`config.mk`:
```
export PLATFORM = sky130hd
export DESIGN_NAME = pipe_stage_reg
export DESIGN_NICKNAME = d
export VERILOG_FILES = /design/src/rtl/pipe_stage_reg.sv
export SDC_FILE = /design/constraint.sdc
export NUM_CORES = 1
export LEC_CHECK = 0
export CELL_PAD_IN_SITES_DETAIL_PLACEMENT = 0
export CELL_PAD_IN_SITES_GLOBAL_PLACEMENT = 1
export CORE_MARGIN = 1.5
export CORE_UTILIZATION = 45
export CTS_CLUSTER_DIAMETER = 40
export DETAILED_ROUTE_END_ITERATION = 10
export GPL_ROUTABILITY_DRIVEN = 1
export PLACE_DENSITY_LB_ADDON = 0.15
export SLEW_MARGIN = 20
export SYNTH_ARGS = -nofsm -noshare
export SYNTH_HDL_FRONTEND = slang
export SYNTH_SLANG_ARGS = --single-unit
```
`constraint.sdc`:
```
create_clock -name clk -period 4.3 [get_ports clk]
set_input_delay 0.645 -clock clk [delete_from_list [all_inputs] [get_ports clk]]
set_output_delay 0.645 -clock clk [all_outputs]
set_load 0.005 [all_outputs]
```
`src/rtl/pipe_stage_reg.sv`:
```
// rtl/pipe_stage_reg.sv - elastic pipeline stage register with a one-entry skid buffer.
// Holds up to two beats in order, masks ctrl on bubbles and counts downstream stall cycles.
module pipe_stage_reg #(
  parameter int DATA_W = 128,
  parameter int CTRL_W = 11,
  parameter int CNT_W  = 16
) (
  input  logic              clk,
  input  logic              rst_n,
  input  logic              in_valid,
  output logic              in_ready,
  input  logic [DATA_W-1:0] in_data,
  input  logic [CTRL_W-1:0] in_ctrl,
  input  logic              flush,
  output logic              out_valid,
  input  logic              out_ready,
  output logic [DATA_W-1:0] out_data,
  output logic [CTRL_W-1:0] out_ctrl,
  output logic [1:0]        occupancy,
  output logic [CNT_W-1:0]  stall_cnt
);

  typedef enum logic [1:0] {
    EMPTY = 2'd0,
    FULL  = 2'd1,
    SKID  = 2'd2
  } state_t;

  state_t            r_state;
  logic              r_main_valid;
  logic              r_skid_valid;
  logic [DATA_W-1:0] r_main_data;
  logic [CTRL_W-1:0] r_main_ctrl;
  logic [DATA_W-1:0] r_skid_data;
  logic [CTRL_W-1:0] r_skid_ctrl;
  logic [CNT_W-1:0]  r_stall_cnt;

  logic w_stall;
  logic w_cnt_max;

  assign w_stall   = r_main_valid & ~out_ready;
  assign w_cnt_max = &r_stall_cnt;

  // in_ready depends only on registered state, so upstream never sees a path from out_ready.
  assign in_ready  = (r_state != SKID);
  assign out_valid = r_main_valid;
  assign out_data  = r_main_data;
  assign out_ctrl  = r_main_valid ? r_main_ctrl : '0;
  assign occupancy = (r_state == SKID) ? 2'd2 : ((r_state == FULL) ? 2'd1 : 2'd0);
  assign stall_cnt = r_stall_cnt;

  always_ff @(posedge clk or negedge rst_n) begin
    if (!rst_n) begin
      r_state      <= EMPTY;
      r_main_valid <= 1'b0;
      r_skid_valid <= 1'b0;
      r_main_data  <= '0;
      r_main_ctrl  <= '0;
      r_skid_data  <= '0;
      r_skid_ctrl  <= '0;
    end else if (flush) begin
      // Only the valid bits drop; payload registers keep their last contents.
      r_state      <= EMPTY;
      r_main_valid <= 1'b0;
      r_skid_valid <= 1'b0;
    end else begin
      case (r_state)
        EMPTY: begin
          if (in_valid) begin
            r_main_data  <= in_data;
            r_main_ctrl  <= in_ctrl;
            r_main_valid <= 1'b1;
            r_state      <= FULL;
          end
        end
        FULL: begin
          if (in_valid && out_ready) begin
            r_main_data <= in_data;
            r_main_ctrl <= in_ctrl;
          end else if (in_valid) begin
            r_skid_data  <= in_data;
            r_skid_ctrl  <= in_ctrl;
            r_skid_valid <= 1'b1;
            r_state      <= SKID;
          end else if (out_ready) begin
            r_main_valid <= 1'b0;
            r_state      <= EMPTY;
          end
        end
        SKID: begin
          if (out_ready) begin
            r_main_data  <= r_skid_data;
            r_main_ctrl  <= r_skid_ctrl;
            r_skid_valid <= 1'b0;
            r_state      <= FULL;
          end
        end
        default: begin
          r_state      <= EMPTY;
          r_main_valid <= 1'b0;
          r_skid_valid <= 1'b0;
        end
      endcase
    end
  end

  // Stall counter saturates and survives flush; only reset clears it.
  always_ff @(posedge clk or negedge rst_n) begin
    if (!rst_n) begin
      r_stall_cnt <= '0;
    end else if (w_stall && !w_cnt_max) begin
      r_stall_cnt <= r_stall_cnt + 1'b1;
    end
  end

endmodule
```
==> flow_summary.json <==
{
  "status": "complete, no violations",
  "drive_above_1_share_pct": 43.34,
  "worst_ep_required_time_ns": 3.65,
  "fin_crit_sh_pct": 68.33,
  "rows": 63,
  "r2r_start": "r_state[1]",
  "hp-class": "in2async",
  "crit_type": "reg2out",
  "end_kind": "output port",
  "cp_max_fo": 73,
  "rsz0062_at_grt": "false",
  "root_buffer": "clkbuf_16",
  "cap_viol_max_count": 0,
  "routabilityCongestion": 0.7449,
  "ys_seq_area_share_pct": 55.16,
  "setup_viol": 0,
  "p_leak_nw": 8.066,
  "clock.fmax_mhz": 340.4,
  "drtIter0Drc": 230,
  "yosysTopAreaCell": "dfrtp_1",
  "syn_to_final_growth_pct": 37.69,
  "ys.flop_type": "dfrtp_1",
  "grt_pass1_vias": 8409,
  "slew_viol_final": 0,
  "cts_tree": "yes",
  "rrSetupSlack_ns": 2.07,
  "rr_worst_depth": 5,
  "routed_wl_um": 29500,
  "clk_latency_ns": 0.53,
  "synth_edf_count": 0,
  "portBuffers": 302,
  "hpwlAfterDp_um": 18980,
  "nNetsFinal": 1312,
  "yosysWarnings": 0,
  "worst_clock_skew_ns": 0.01140,
  "grt_max_degree": 95,
  "synthArstFlopShare_pct": 100.0,
  "fin_util_pct": 62.76,
  "cts_buffer_depth": 3,
  "post_cts_buffers": 0,
  "diodes": 0,
  "num_io_pins": 303,
  "setup_tns_ns": 0,
  "period_needed_ns": 2.938,
  "via_count": 8006,
  "cts_sinks": 297,
  "cts_resized": 0,
  "finalHoldViolCount": 0,
  "synth_seq_cells": 297,
  "worstSetupStartpointType": "flop",
  "fin_ws_ns": 1.362,
  "ant_nets": 0,
  "core_area_um2": 29560,
  "syn_area_um2": 13470,
  "power_density_nw_per_um2": 521.0,
  "fp.dieW_um": 176.0,
  "irDropWorstVdd_uv": 326.3,
  "layout_commonest_cell": "mux2_2",
  "max-slew-margin-rel_pct": 49.83,
  "netlist.area_leader.share_pct": 55.16,
  "ys_types": 36,
  "route.detailed.drc": 0,
  "final_cell_mix": "mux2_2 (324), clkdlybuf4s50_1 (301), dfrtp_1 (297)",
  "synthCells": 853,
  "grt.total_usage_pct": 18.98,
  "tightest_slew_ns": 0.7525,
  "cts_hold_buf": 0,
  "viasPerCell": 5.029,
  "place_ws_ns": 1.335,
  "cp.arrival_ns": 2.29,
  "ys_top_cells_by_area": "dfrtp_1 (55%), mux2_2 (27%), mux2_4 (10%)",
  "syn_area_per_cell_um2": 15.79,
  "start_util_pct": 45.58,
  "dr.pass1.iters": 4,
  "worstReg2RegEnd": "out_data[48]",
  "synth_nets": 998,
  "grt_pass1_wl_um": 46740,
  "path_clk_slew_ns": 0.05,
  "gr-total-overflow": 0,
  "cts_buffers": 46,
  "htreeDepth": 2,
  "floorplan.die.height_um": 176.0,
  "wire_per_inst_um": 18.53,
  "die-area_um2": 30990,
  "antenna_found_initial": 2
}
## worst max-delay path, cell delays in order (launching register included)
cell and delay [ns]:
dfrtp_1 0.46, nor2b_4 0.30, buf_12 0.42, inv_1 0.08, clkdlybuf4s50_1 0.45
## stage by stage
step,instances,hold slack (ns),total power [W],instance area [µm²]
floorplan,853,0.3494,0.004660,13470
global placement,1509,0.4811,0.005601,16840
detailed placement,1509,0.4865,0.005661,16840
CTS,1592,0.1740,0.009793,18550
global route,1592,0.2098,0.01013,18550
finish,1592,0.1476,0.009665,18550
## layout make-up
type	count	area [µm²]
Clock buffer	56	1260
Sequential cell	297	7432
Timing Repair Buffer	315	3238
Inverter	2	7.507
Clock inverter	27	446.7
Multi-Input combinational cell	505	5679
Tap cell	390	488.0
Fill cell	2263	11010
## cell families (layout without fill, tap and decap cells)
family                   Yosys count  count (layout)  share of synthesized area [%]
AO/OA/AOI/OAI                      5               5                         0.2507
XOR/XNOR                          14              14                         0.9101
adder cells (fa/ha/maj)            1               1                        0.09285
buffers and inverters             51             400                          2.888
flip-flops                       297             297                          55.16
multiplexers                     420             420                          37.63
AND/OR/NAND/NOR                   65              65                          3.065
## power by group
part	total, W	switching [W]	internal, W
Clock	0.00406	0.00132	0.00275
Sequential	0.00381	0.000348	0.00346
Combinational	0.00179	0.000539	0.00125
Total	0.00967	0.00220	0.00746
## registers in the layout, summed over array words and instances (netlist names)
signal and flops:
out_valid 1, out_data 128, r_skid_data 128, r_main_ctrl 11, r_skid_ctrl 11, r_state 2, stall_cnt 16
## how the worst max path moves through the flow
stage,slack [ns],cells past startpoint,start,to
floorplan,2.39,6,in_valid,out_data[64]
global placement,1.38,6,in_valid,out_data[45]
detailed placement,1.34,6,in_valid,out_data[67]
CTS,1.31,4,r_state[1],in_ready
global route,1.23,4,r_state[1],in_ready
finish,1.36,4,r_state[1],in_ready
## routing by layer
layer / vias to the layer above / GRT usage, % / wire, µm
li1: 3714 / - / -
met1: 4033 / 24.80 / 12910
met2: 217 / 29.64 / 13560
met3: 40 / 6.998 / 2484
met4: 2 / 5.164 / 535
met5: - / 0 / 11
## synthesized netlist by cell type (3+ instances only)
| library cell | instances |
|---|---|
| nor2_1 | 7 |
| nand4_2 | 3 |
| mux2_4 | 91 |
| mux2_2 | 324 |
| xor2_1 | 14 |
| a21oi_1 | 3 |
| nor4_1 | 4 |
| mux2_1 | 4 |
| buf_2 | 22 |
| and2_1 | 12 |
| nand2_1 | 8 |
| nor3_1 | 8 |
| dfrtp_1 | 297 |
| nand3_1 | 4 |
| clkbuf_1 | 3 |
| buf_6 | 22 |
No activity file was read; power rests on OpenSTA's default activity.
